--- config.mk ---
export PLATFORM = sky130hd
export DESIGN_NAME = dram_stream_reader
export DESIGN_NICKNAME = d
export VERILOG_FILES = /design/src/rtl/dram_stream_reader_pkg.sv /design/src/rtl/sync_fifo.sv /design/src/rtl/dram_stream_reader.sv
export SDC_FILE = /design/constraint.sdc
export NUM_CORES = 1
export LEC_CHECK = 0
export ABC_AREA = 1
export CORE_AREA = 2 2 103 105
export DETAILED_ROUTE_END_ITERATION = 8
export DIE_AREA = 0 0 105 107
export GPL_TIMING_DRIVEN = 1
export PLACE_DENSITY = 0.74
export SYNTH_ARGS = -nofsm -noshare
export SYNTH_HDL_FRONTEND = slang
export SYNTH_SLANG_ARGS = --single-unit
--- constraint.sdc ---
create_clock -name clk -period 2.3 [get_ports clk]
set_clock_uncertainty 0.2 [all_clocks]
set_input_delay 0.46 -clock clk [delete_from_list [all_inputs] [get_ports clk]]
set_output_delay 0.46 -clock clk [all_outputs]
set_load 0.1 [all_outputs]
--- src/rtl/dram_stream_reader_pkg.sv ---
// Shared sizing constants and control-state encoding for the DRAM streaming blocks.
package dram_stream_reader_pkg;

  localparam int ADDR_WIDTH = 8;
  localparam int DATA_WIDTH = 16;
  localparam int FIFO_DEPTH = 4;

  typedef enum logic [1:0] {
    IDLE,
    READ,
    DRAIN
  } state_e;

endpackage

--- src/rtl/sync_fifo.sv ---
// Single-clock FIFO with a first-word-fall-through head, full/empty flags and an occupancy count.
module sync_fifo #(
  parameter int WIDTH = 16,
  parameter int DEPTH = 4
) (
  input  logic                   clk,
  input  logic                   rst,
  input  logic                   push,
  input  logic [WIDTH-1:0]       wdata,
  input  logic                   pop,
  output logic [WIDTH-1:0]       rdata,
  output logic                   full,
  output logic                   empty,
  output logic [$clog2(DEPTH):0] count
);

  localparam int PW = $clog2(DEPTH);

  logic [WIDTH-1:0] mem_q [DEPTH];
  logic [PW-1:0]    wr_ptr_q;
  logic [PW-1:0]    rd_ptr_q;
  logic [PW:0]      count_q;
  logic             do_push;
  logic             do_pop;

  assign do_pop  = pop && !empty;
  assign do_push = push && (!full || do_pop);
  assign full    = (count_q == (PW+1)'(DEPTH));
  assign empty   = (count_q == '0);
  assign count   = count_q;
  assign rdata   = mem_q[rd_ptr_q];

  // NOTE: storage is deliberately not reset; the pointers alone decide what is valid.
  always_ff @(posedge clk) begin
    if (do_push) mem_q[wr_ptr_q] <= wdata;
  end

  always_ff @(posedge clk) begin
    if (rst) begin
      wr_ptr_q <= '0;
      rd_ptr_q <= '0;
      count_q  <= '0;
    end else begin
      if (do_push) wr_ptr_q <= wr_ptr_q + 1'b1;
      if (do_pop)  rd_ptr_q <= rd_ptr_q + 1'b1;
      case ({do_push, do_pop})
        2'b10:   count_q <= count_q + 1'b1;
        2'b01:   count_q <= count_q - 1'b1;
        default: ;
      endcase
    end
  end

endmodule

--- src/rtl/dram_stream_reader.sv ---
// Reads a block of words from the dram_256x16 read port and streams them out with valid/ready,
// issuing reads only while the output buffer has room for them.
module dram_stream_reader #(
  parameter int ADDR_WIDTH = dram_stream_reader_pkg::ADDR_WIDTH,
  parameter int DATA_WIDTH = dram_stream_reader_pkg::DATA_WIDTH,
  parameter int FIFO_DEPTH = dram_stream_reader_pkg::FIFO_DEPTH
) (
  input  logic                  clk,
  input  logic                  rst,
  input  logic                  start,
  input  logic [ADDR_WIDTH-1:0] base_addr,
  input  logic [ADDR_WIDTH:0]   len,
  output logic                  busy,
  output logic                  done,
  output logic                  ram_re,
  output logic [ADDR_WIDTH-1:0] ram_raddr,
  input  logic [DATA_WIDTH-1:0] ram_q,
  output logic                  m_valid,
  input  logic                  m_ready,
  output logic [DATA_WIDTH-1:0] m_data,
  output logic                  m_last
);

  import dram_stream_reader_pkg::*;

  localparam int CW = $clog2(FIFO_DEPTH) + 1;
  localparam int LW = ADDR_WIDTH + 1;

  state_e                state_q;
  logic [ADDR_WIDTH-1:0] addr_q;
  logic [LW-1:0]         rd_left_q;
  logic [LW-1:0]         out_left_q;
  logic                  pend_q;
  logic                  done_q;

  logic                  fifo_full;
  logic                  fifo_empty;
  logic [CW-1:0]         fifo_count;
  logic [DATA_WIDTH-1:0] fifo_rdata;
  logic [CW:0]           credit_used;
  logic                  re_int;
  logic                  last_int;
  logic                  pop;

  // A read is only issued if its word is guaranteed a FIFO slot when it lands.
  assign credit_used = {1'b0, fifo_count} + {{CW{1'b0}}, pend_q};
  assign re_int      = (state_q == READ) && (rd_left_q != '0) && !fifo_full &&
                       (credit_used < (CW+1)'(FIFO_DEPTH));
  assign last_int    = !fifo_empty && (out_left_q == LW'(1));
  assign pop         = m_valid && m_ready;

  assign busy      = !rst && (state_q != IDLE);
  assign done      = !rst && done_q;
  assign ram_re    = !rst && re_int;
  assign ram_raddr = rst ? '0 : addr_q;
  assign m_valid   = !rst && !fifo_empty;
  assign m_last    = !rst && last_int;
  assign m_data    = m_valid ? fifo_rdata : '0;

  // NOTE: all state updates use non-blocking assignments so every branch sees pre-edge values.
  always_ff @(posedge clk) begin
    if (rst) begin
      state_q    <= IDLE;
      addr_q     <= '0;
      rd_left_q  <= '0;
      out_left_q <= '0;
      pend_q     <= 1'b0;
      done_q     <= 1'b0;
    end else begin
      done_q <= 1'b0;
      pend_q <= re_int;
      if (re_int) begin
        addr_q    <= addr_q + 1'b1;
        rd_left_q <= rd_left_q - 1'b1;
      end
      if (pop) out_left_q <= out_left_q - 1'b1;
      case (state_q)
        IDLE: begin
          if (start) begin
            if (len == '0) begin
              done_q <= 1'b1;
            end else begin
              addr_q     <= base_addr;
              rd_left_q  <= len;
              out_left_q <= len;
              state_q    <= READ;
            end
          end
        end
        READ:    if (re_int && (rd_left_q == LW'(1))) state_q <= DRAIN;
        DRAIN: begin
          if (pop && last_int) begin
            state_q <= IDLE;
            done_q  <= 1'b1;
          end
        end
        default: state_q <= IDLE;
      endcase
    end
  end

  sync_fifo #(
    .WIDTH(DATA_WIDTH),
    .DEPTH(FIFO_DEPTH)
  ) u_fifo (
    .clk  (clk),
    .rst  (rst),
    .push (pend_q),
    .wdata(ram_q),
    .pop  (pop),
    .rdata(fifo_rdata),
    .full (fifo_full),
    .empty(fifo_empty),
    .count(fifo_count)
  );

endmodule

# After elaboration in Yosys (flattened, before gate mapping)
# Memories as Yosys holds them, arrays and structs flattened. A register that Yosys moved wholly into a read port is not among the register bits.
# Cells that the tools add are included.
# op_classes
add_sub_neg	8
bitwise	0
n_eq_ne	11
shifts	0
mux	28
reduce_logical	25
order_cmp	1
multipliers	0
n_div	0
# ops
op	n
$mux 9	8
$mux 8	5
$eq 9x1->1 const B	2
$sub 9x1->9 const B	2
$mux 16	1
$logic_and 1x1->1	14
$mux 2	6
$logic_not 9->1	1
$reduce_bool 9->1	1
$add 8x1->8 const B	1
$ne 2x2->1 const B	3
$pmux 2 s3	1
$pmux 3 s2	1
$mux 1	5
$add 2x1->2 const B	2
$add 3x1->4	1
$eq 2x1->1 const B	2
$eq 2x2->1 const B	2
$lt 4x3->1 const B	1
$reduce_and 4->1	1
$reduce_bool 2->1	2
$add 3x1->3 const B	1
$eq 3x3->1 const B	1
$logic_not 1->1	3
6 further kinds	6
# word_totals
romBits	0
latch_bits	0
input_bits	37
wordCells	83
mem_count	1
output_inout_bits	29
ram_bits	64
ff_bits	37
# memory_table
memory	words	word_bits	rd	rd_clocked_by_memory_dff	wr	line	source
u_fifo.mem_q	4	16	1	1	1	sync_fifo.sv:19	logic [WIDTH-1:0] mem_q [DEPTH];

# Logic depth before layout (Yosys ltp)
# Gate-level depths: netlist (run 1).
# depth
word_depth	9
ltp_mapped	12
depth_no_buf	12

# Hierarchy
# A second synthesis (run 1) with hierarchy kept.
# unflattened
cells_unflattened	607
hier_area_um2	5081.1
# by_module_without_submodules
module	area_per_inst_um2	seq_area_each_um2	cells_per_inst	n_inst
sync_fifo	2866.5	2102.0	228	1
dram_stream_reader	2214.6	600.6	379	1

# Worst setup path before layout (run 1)
# Ideal clock, no wire load.
# synth_path
path_kind	flip-flop to output port
startpoint	register (tool-made name)
endpoint	output m_data[5]
t_arrival_ns	2.455
path_buffers	2
t_required_ns	1.640
path_slack_ns	-0.815
stages_incl_launch_ff	7
path_cell_list	dfxtp_1 > clkbuf_1 > clkbuf_1 > nor2_1 > nor2_1 > o21ai_0 > a21oi_1
# synth_lines
element	line	source
end: declaration	dram_stream_reader.sv:20	output logic [DATA_WIDTH-1:0] m_data,

==> flow_summary.json, run 1 <==
{
  "dr.pass1.iters": 5,
  "p_leak_nw": 2.57,
  "sw_frac_of_total": 0.335,
  "path_clk_slew_ns": 0.10,
  "synth_top_cell_area_share": 0.399,
  "start_util": 0.477,
  "clkPwrFrac": 0.260,
  "ys_top_cells_by_area": "edfxtp_1, dfxtp_1, nor2_1",
  "syn_area_um2": 4810,
  "yosysWarnings": 0,
  "drive_gt1_frac": 0.239,
  "worstPathRequired_ns": 1.64,
  "cts_tree": "built",
  "die_h_um": 107,
  "hold_depth": 2,
  "setup_tns_ns": 0,
  "yosysUniqueCellTypes": 31,
  "fin_nets": 675,
  "hold_viol_final": 0,
  "comb_power_share": 0.254,
  "syn-num-nets": 590,
  "avgSynthCellArea_um2": 8.90,
  "end_kind": "output port",
  "dr_total_vias": 4060,
  "numCtsBuffers": 9,
  "power.switching_mw": 1.46,
  "crit_fanout": 13,
  "antenna_found_initial": 0,
  "power.density_nw_per_um2": 647,
  "finalWirelength_um": 11600,
  "period_minus_slack_ns": 2.30,
  "ir_drop_uv": 360,
  "hp-class": "flop to flop",
  "p_total_mw": 4.34,
  "clockBufferDepth": 2,
  "crit_arrival_ns": 1.64,
  "port_buffers": 65,
  "maxSlewViolCount": 0,
  "grt_max_degree": 33,
  "hpwl_um": 7780,
  "place_area_um2": 6270,
  "avgRoutedWirePerCell_um": 15.2,
  "routabilityCongestion": 0.860,
  "grt_pass1_vias": 4024,
  "worst_pin_slew_ns": 0.505,
  "drv_cap": 0,
  "antenna_cells": 0,
  "cp-start-kind": "flop",
  "rsz0062_at_grt": "true",
  "die_x_um": 105,
  "first_iter_violations": 206,
  "grt_pass1_wl_um": 18700,
  "synth_cells": 541,
  "seq_area_frac_synth": 0.561,
  "finalCritPeriodShare": 0.999,
  "synth_top_area_cell": "edfxtp_1",
  "cts-root-buf": "clkbuf_8",
  "dieArea_um2": 11200,
  "clkSinkCount": 103,
  "grt.overflow.total": 0,
  "clkLatencyLatePin_ns": 0.37,
  "fin_area_um2": 6710,
  "p_int_mw": 2.89,
  "ant_nets": 0,
  "path_class": "flop to output port",
  "reg2reg_depth": 12,
  "maxSlewHeadroom": 0.660,
  "outcome": "complete, no violations",
  "setup_viol_count_final": 0,
  "rows": 37,
  "core_um2": 10100,
  "h-tree-depth": 3,
  "syn2layout_area_growth_pct": 39.4,
  "grt_use_total": 0.212,
  "seqPwrFrac": 0.486,
  "max_freq_ghz": 0.435,
  "drcViolationCount": 0,
  "ys_ff_latch": 103,
  "vias_per_cell": 5.29,
  "num_io_pins": 66
}
## per-stage QoR
| stage | util | hold WS (ns) | std cells | setup WS, ns |
|---|---|---|---|---|
| after global routing | 0.665 | 0.304 | 767 | -0.0574 |
| after CTS | 0.662 | 0.271 | 766 | -0.00945 |
| after global placement | 0.621 | 0.254 | 742 | -0.249 |
| after detailed placement | 0.621 | 0.256 | 742 | -0.322 |
| after floorplan | - | 0.245 | 541 | -0.281 |
| final | 0.665 | 0.289 | 767 | 0.00151 |
## power by group through the flow
| stage | combinational, mW | clock [mW] | sequential, mW |
|---|---|---|---|
| 6_report | 1.10 | 1.13 | 2.11 |
| 5_1_grt | 1.18 | 1.21 | 2.12 |
| 4_1_cts | 1.09 | 1.13 | 2.10 |
| 3_5_place_dp | 1.03 | 0 | 2.14 |
| 3_3_place_gp | 1.01 | 0 | 2.14 |
| 2_1_floorplan | 0.690 | 0 | 2.13 |
## flip-flops by register name, indices dropped and copies added, names as in the netlist, 2 cells and up, named ones only
signal,count
state_q,2
u_fifo.wr_ptr_q,2
u_fifo.count,3
addr_q,8
out_left_q,9
u_fifo.rd_ptr_q,2
rd_left_q,9
u_fifo.mem_q,64
## synth_stat cells
cell / instances
o21a_1: 1
xor2_1: 11
fa_1: 1
nand3_2: 3
or2_2: 1
o21ai_4: 1
o21ai_0: 54
buf_1: 1
dfxtp_1: 39
nand3_1: 16
nor2_2: 4
clkbuf_1: 11
a21oi_1: 36
nand2_2: 1
inv_2: 5
nor2_1: 115
a31oi_1: 5
nor3_2: 1
ha_1: 11
o21ai_1: 10
inv_4: 1
nor2_4: 1
buf_2: 6
nor3_1: 6
nor3b_2: 1
inv_1: 58
nand4_1: 5
o211ai_2: 2
nand2_1: 67
edfxtp_1: 64
buf_6: 3
## cells by family (layout without fill, tap and decap cells)
logic type,count (synthesis),count (layout),share of synthesized area
AOI/OAI and AO/OA,109,109,0.121
xor gates and xnor gates,11,11,0.0200
adders and majority gates,12,12,0.0327
buffers and inverters,85,175,0.0730
DFF,103,103,0.561
and+or+nand+nor,221,221,0.192
## placed cells by master, fill, tap and decap left out, drive strengths merged
| cell type | synthesis | routed |
|---|---|---|
| clkinvlp | 0 | 2 |
| ha | 11 | 11 |
| clkinv | 0 | 3 |
| or2 | 1 | 1 |
| nand3 | 19 | 19 |
| nor3 | 7 | 7 |
| o21a | 1 | 1 |
| nor3b | 1 | 1 |
| dfxtp | 39 | 39 |
| nand2 | 68 | 68 |
| fa | 1 | 1 |
| dlygate4sd2 | 0 | 1 |
| inv | 64 | 66 |
| buf | 10 | 58 |
| bufbuf | 0 | 1 |
| clkbuf | 11 | 9 |
| a31oi | 5 | 5 |
| o211ai | 2 | 2 |
| clkdlybuf4s50 | 0 | 35 |
| xor2 | 11 | 11 |
| nand4 | 5 | 5 |
| o21ai | 65 | 65 |
| a21oi | 36 | 36 |
| edfxtp | 64 | 64 |
| nor2 | 120 | 120 |
## critical path, stage by stage, from the launching register on
cell and delay (ns):
dfxtp_4 0.43, buf_8 0.16, nor2_1 0.06, nor2_1 0.14, o21ai_2 0.10, a21oi_4 0.18, buf_12 0.19
## layout make-up
class | instances | area (um2)
Fill cell | 775 | 3380
Multi-Input combinational cell | 353 | 2070
Clock inverter | 7 | 72.6
Inverter | 64 | 251
Clock buffer | 9 | 124
Tap cell | 136 | 170
Sequential cell | 103 | 2720
Timing Repair Buffer | 95 | 1310
## per-layer routing
layer,part of all wire,up-vias,track usage
li1,-,1947,-
met1,0.40,1945,0.236
met2,0.52,150,0.393
met3,0.058,18,0.0419
met4,0.019,0,0.0905
met5,0,-,0
## final timing paths
kind	start	to	slack, ns
min	out_left_q[1]	out_left_q[1]	0.29
max	flop	m_data[2]	0.002
min reg2reg	out_left_q[1]	out_left_q[1]	0.29
max reg2reg	u_fifo.count[1]	u_fifo.count[2]	0.17
## timing repair
action | CTS | global route
gates resized for setup | 27 | 38
setup buffers | 5 | 2
pin swaps | 4 | 2
setup endpoints to repair | 19 | 20
gates cloned | 3 | 0
hold buffers | 0 | 0
Power figures use the tool's default switching activity.
==> run 2, diff against run 1 <==
--- a/config.mk
+++ b/config.mk
@@ -6,11 +6,10 @@
 export NUM_CORES = 1
 export LEC_CHECK = 0
 export ABC_AREA = 1
-export CORE_AREA = 2 2 103 105
+export CORE_AREA = 2 2 113 115
 export DETAILED_ROUTE_END_ITERATION = 8
-export DIE_AREA = 0 0 105 107
+export DIE_AREA = 0 0 115 117
 export GPL_TIMING_DRIVEN = 1
-export PLACE_DENSITY = 0.74
 export SYNTH_ARGS = -nofsm -noshare
 export SYNTH_HDL_FRONTEND = slang
 export SYNTH_SLANG_ARGS = --single-unit
==> run 2 against run 1 <==
Compared with the run above: utilization fell by 11 points; maximum frequency grew 0.42%; sequential power is essentially flat; clock-buffer cell count is 4 higher; critical path depth rose by 1; non-clock buffer count is 1 higher; largest power group unchanged; sequential share of layout area fell by 1.0 points; combinational power barely moved; setup slack better by 0.0097 ns; die area increased by 20%.
==> flow_summary.json, run 2 (synthesis gave the netlist of run 1 again) <==
{
  "finalCritPeriodShare": 0.995,
  "h-tree-depth": 3,
  "drive_gt1_frac": 0.228,
  "crit_path_top_delay_cell": "dfxtp_1",
  "dieArea_um2": 13500,
  "die_h_um": 117,
  "critical-path-max-stage-delay_ns": 0.31,
  "hold_viol_final": 0,
  "avgRoutedWirePerCell_um": 15.2,
  "cts-root-buf": "clkbuf_16",
  "fin_ws_ns": 0.0112,
  "grt_use_total": 0.192,
  "drv_cap": 0,
  "fin_nets": 676,
  "r2r_start": "u_fifo.count[1]",
  "end_kind": "output port",
  "ant_nets": 0,
  "core_um2": 12300,
  "clkSinkCount": 103,
  "dp_slack_ns": -0.311,
  "num_io_pins": 66,
  "top_register": "u_fifo.mem_q",
  "grt_pass1_vias": 3955,
  "place_area_um2": 6320,
  "power.density_nw_per_um2": 689,
  "p_leak_nw": 2.64,
  "dr.pass1.iters": 4,
  "reg.largest.list": "u_fifo.mem_q (64), out_left_q (9), rd_left_q (9)",
  "path_class": "flop to output port",
  "cp-start-kind": "flop",
  "drcViolationCount": 0,
  "port_buffers": 65,
  "fin_area_um2": 6870,
  "hpwl_um": 8080,
  "post-route-util": 0.558,
  "syn2layout_area_growth_pct": 42.7,
  "outcome": "complete, no violations",
  "mostFrequentLayoutCells": "nor2_1, nand2_1, edfxtp_1",
  "path_cells": "inv_1, ha_1, nand3_1, a21oi_1, nand2_1, nor2_4, buf_12",
  "max_freq_ghz": 0.437,
  "layout_commonest_cell": "nor2_1",
  "worst_pin_slew_ns": 0.471,
  "crit_arrival_ns": 1.63,
  "rows": 41,
  "largest_register_ffs": 64,
  "antenna_found_initial": 0,
  "ir_drop_uv": 300,
  "hp-class": "flop to flop",
  "postCtsHoldBufs": 0,
  "period_minus_slack_ns": 2.29,
  "start_util": 0.391,
  "antenna_cells": 0,
  "maxSlewViolCount": 0,
  "crit_fanout": 3,
  "vias_per_cell": 4.96,
  "maxSlewHeadroom": 0.682,
  "cts_tree": "built",
  "dr_total_vias": 3880,
  "die_x_um": 115,
  "finalWirelength_um": 11900,
  "worstPathRequired_ns": 1.64,
  "grt_max_degree": 33,
  "clkLatencyLatePin_ns": 0.34,
  "grt_pass1_wl_um": 19700,
  "path_clk_slew_ns": 0.07,
  "rsz0062_at_grt": "true",
  "setup_tns_ns": 0,
  "clockBufferDepth": 2,
  "setup_viol_count_final": 0,
  "numCtsBuffers": 9,
  "fill_cells": 1065,
  "hold_start": "out_left_q[1]",
  "first_iter_violations": 201,
  "routabilityCongestion": 0.839,
  "cp-startpoint": "out_left_q[1]",
  "grt.overflow.total": 0
}
-- run 2: worst paths after layout --
check,cells after the start,end,slack (ns)
max reg2reg,12,u_fifo.count[2],0.09
max,7,m_last,0.01
min,2,out_left_q[1],0.27
min reg2reg,2,out_left_q[1],0.27
-- run 2: final cells by class --
cell class | count | area, um2 | area share
tap | 150 | 188 | 0.0273
clock buffer | 13 | 283 | 0.0412
sequential | 103 | 2710 | 0.394
inverter | 64 | 251 | 0.0366
clock inverter | 3 | 22.5 | 0.00328
timing repair buffer | 96 | 1350 | 0.196
multi-input combinational | 353 | 2070 | 0.301
-- run 2: report_power, final --
group	internal (mW)	total, mW	leakage, nW	switching (mW)
logic	0.423	1.11	1.59	0.685
registers	2.04	2.11	0.900	0.0610
clock network	0.868	1.52	0.154	0.655
total	3.34	4.74	2.64	1.40
-- run 2: through the flow --
| step | hold slack, ns | power (mW) | instances |
|---|---|---|---|
| floorplan | 0.245 | 2.82 | 541 |
| global placement | 0.253 | 3.17 | 759 |
| detailed placement | 0.259 | 3.18 | 759 |
| CTS | 0.269 | 4.76 | 783 |
| global route | 0.310 | 4.96 | 782 |
| finish | 0.271 | 4.74 | 782 |
-- run 2: repair_timing --
| item | in CTS | in global routing |
|---|---|---|
| buffers inserted | 5 | 0 |
| gates cloned | 3 | 0 |
| pin swaps | 2 | 2 |
| setup endpoints to repair | 19 | 21 |
| hold endpoints to repair | 0 | 0 |
| resized for setup | 26 | 34 |
-- run 2: worst max-delay path, delay by kind of cell, from the launching register on --
kind | cells | cell delay (ns)
adder cells (fa/ha/maj) | 1 | 0.15
AND/OR/NAND/NOR | 3 | 0.36
buffers and inverters | 2 | 0.27
AO/OA/AOI/OAI | 1 | 0.20
flip-flops | 1 | 0.31
-- run 2: metal layers --
layer,part of all wire,track usage,vias up
met4,0.020,0.0771,0
met2,0.51,0.347,82
li1,-,-,1960
met5,0,0,-
met1,0.44,0.232,1821
met3,0.033,0.0283,17
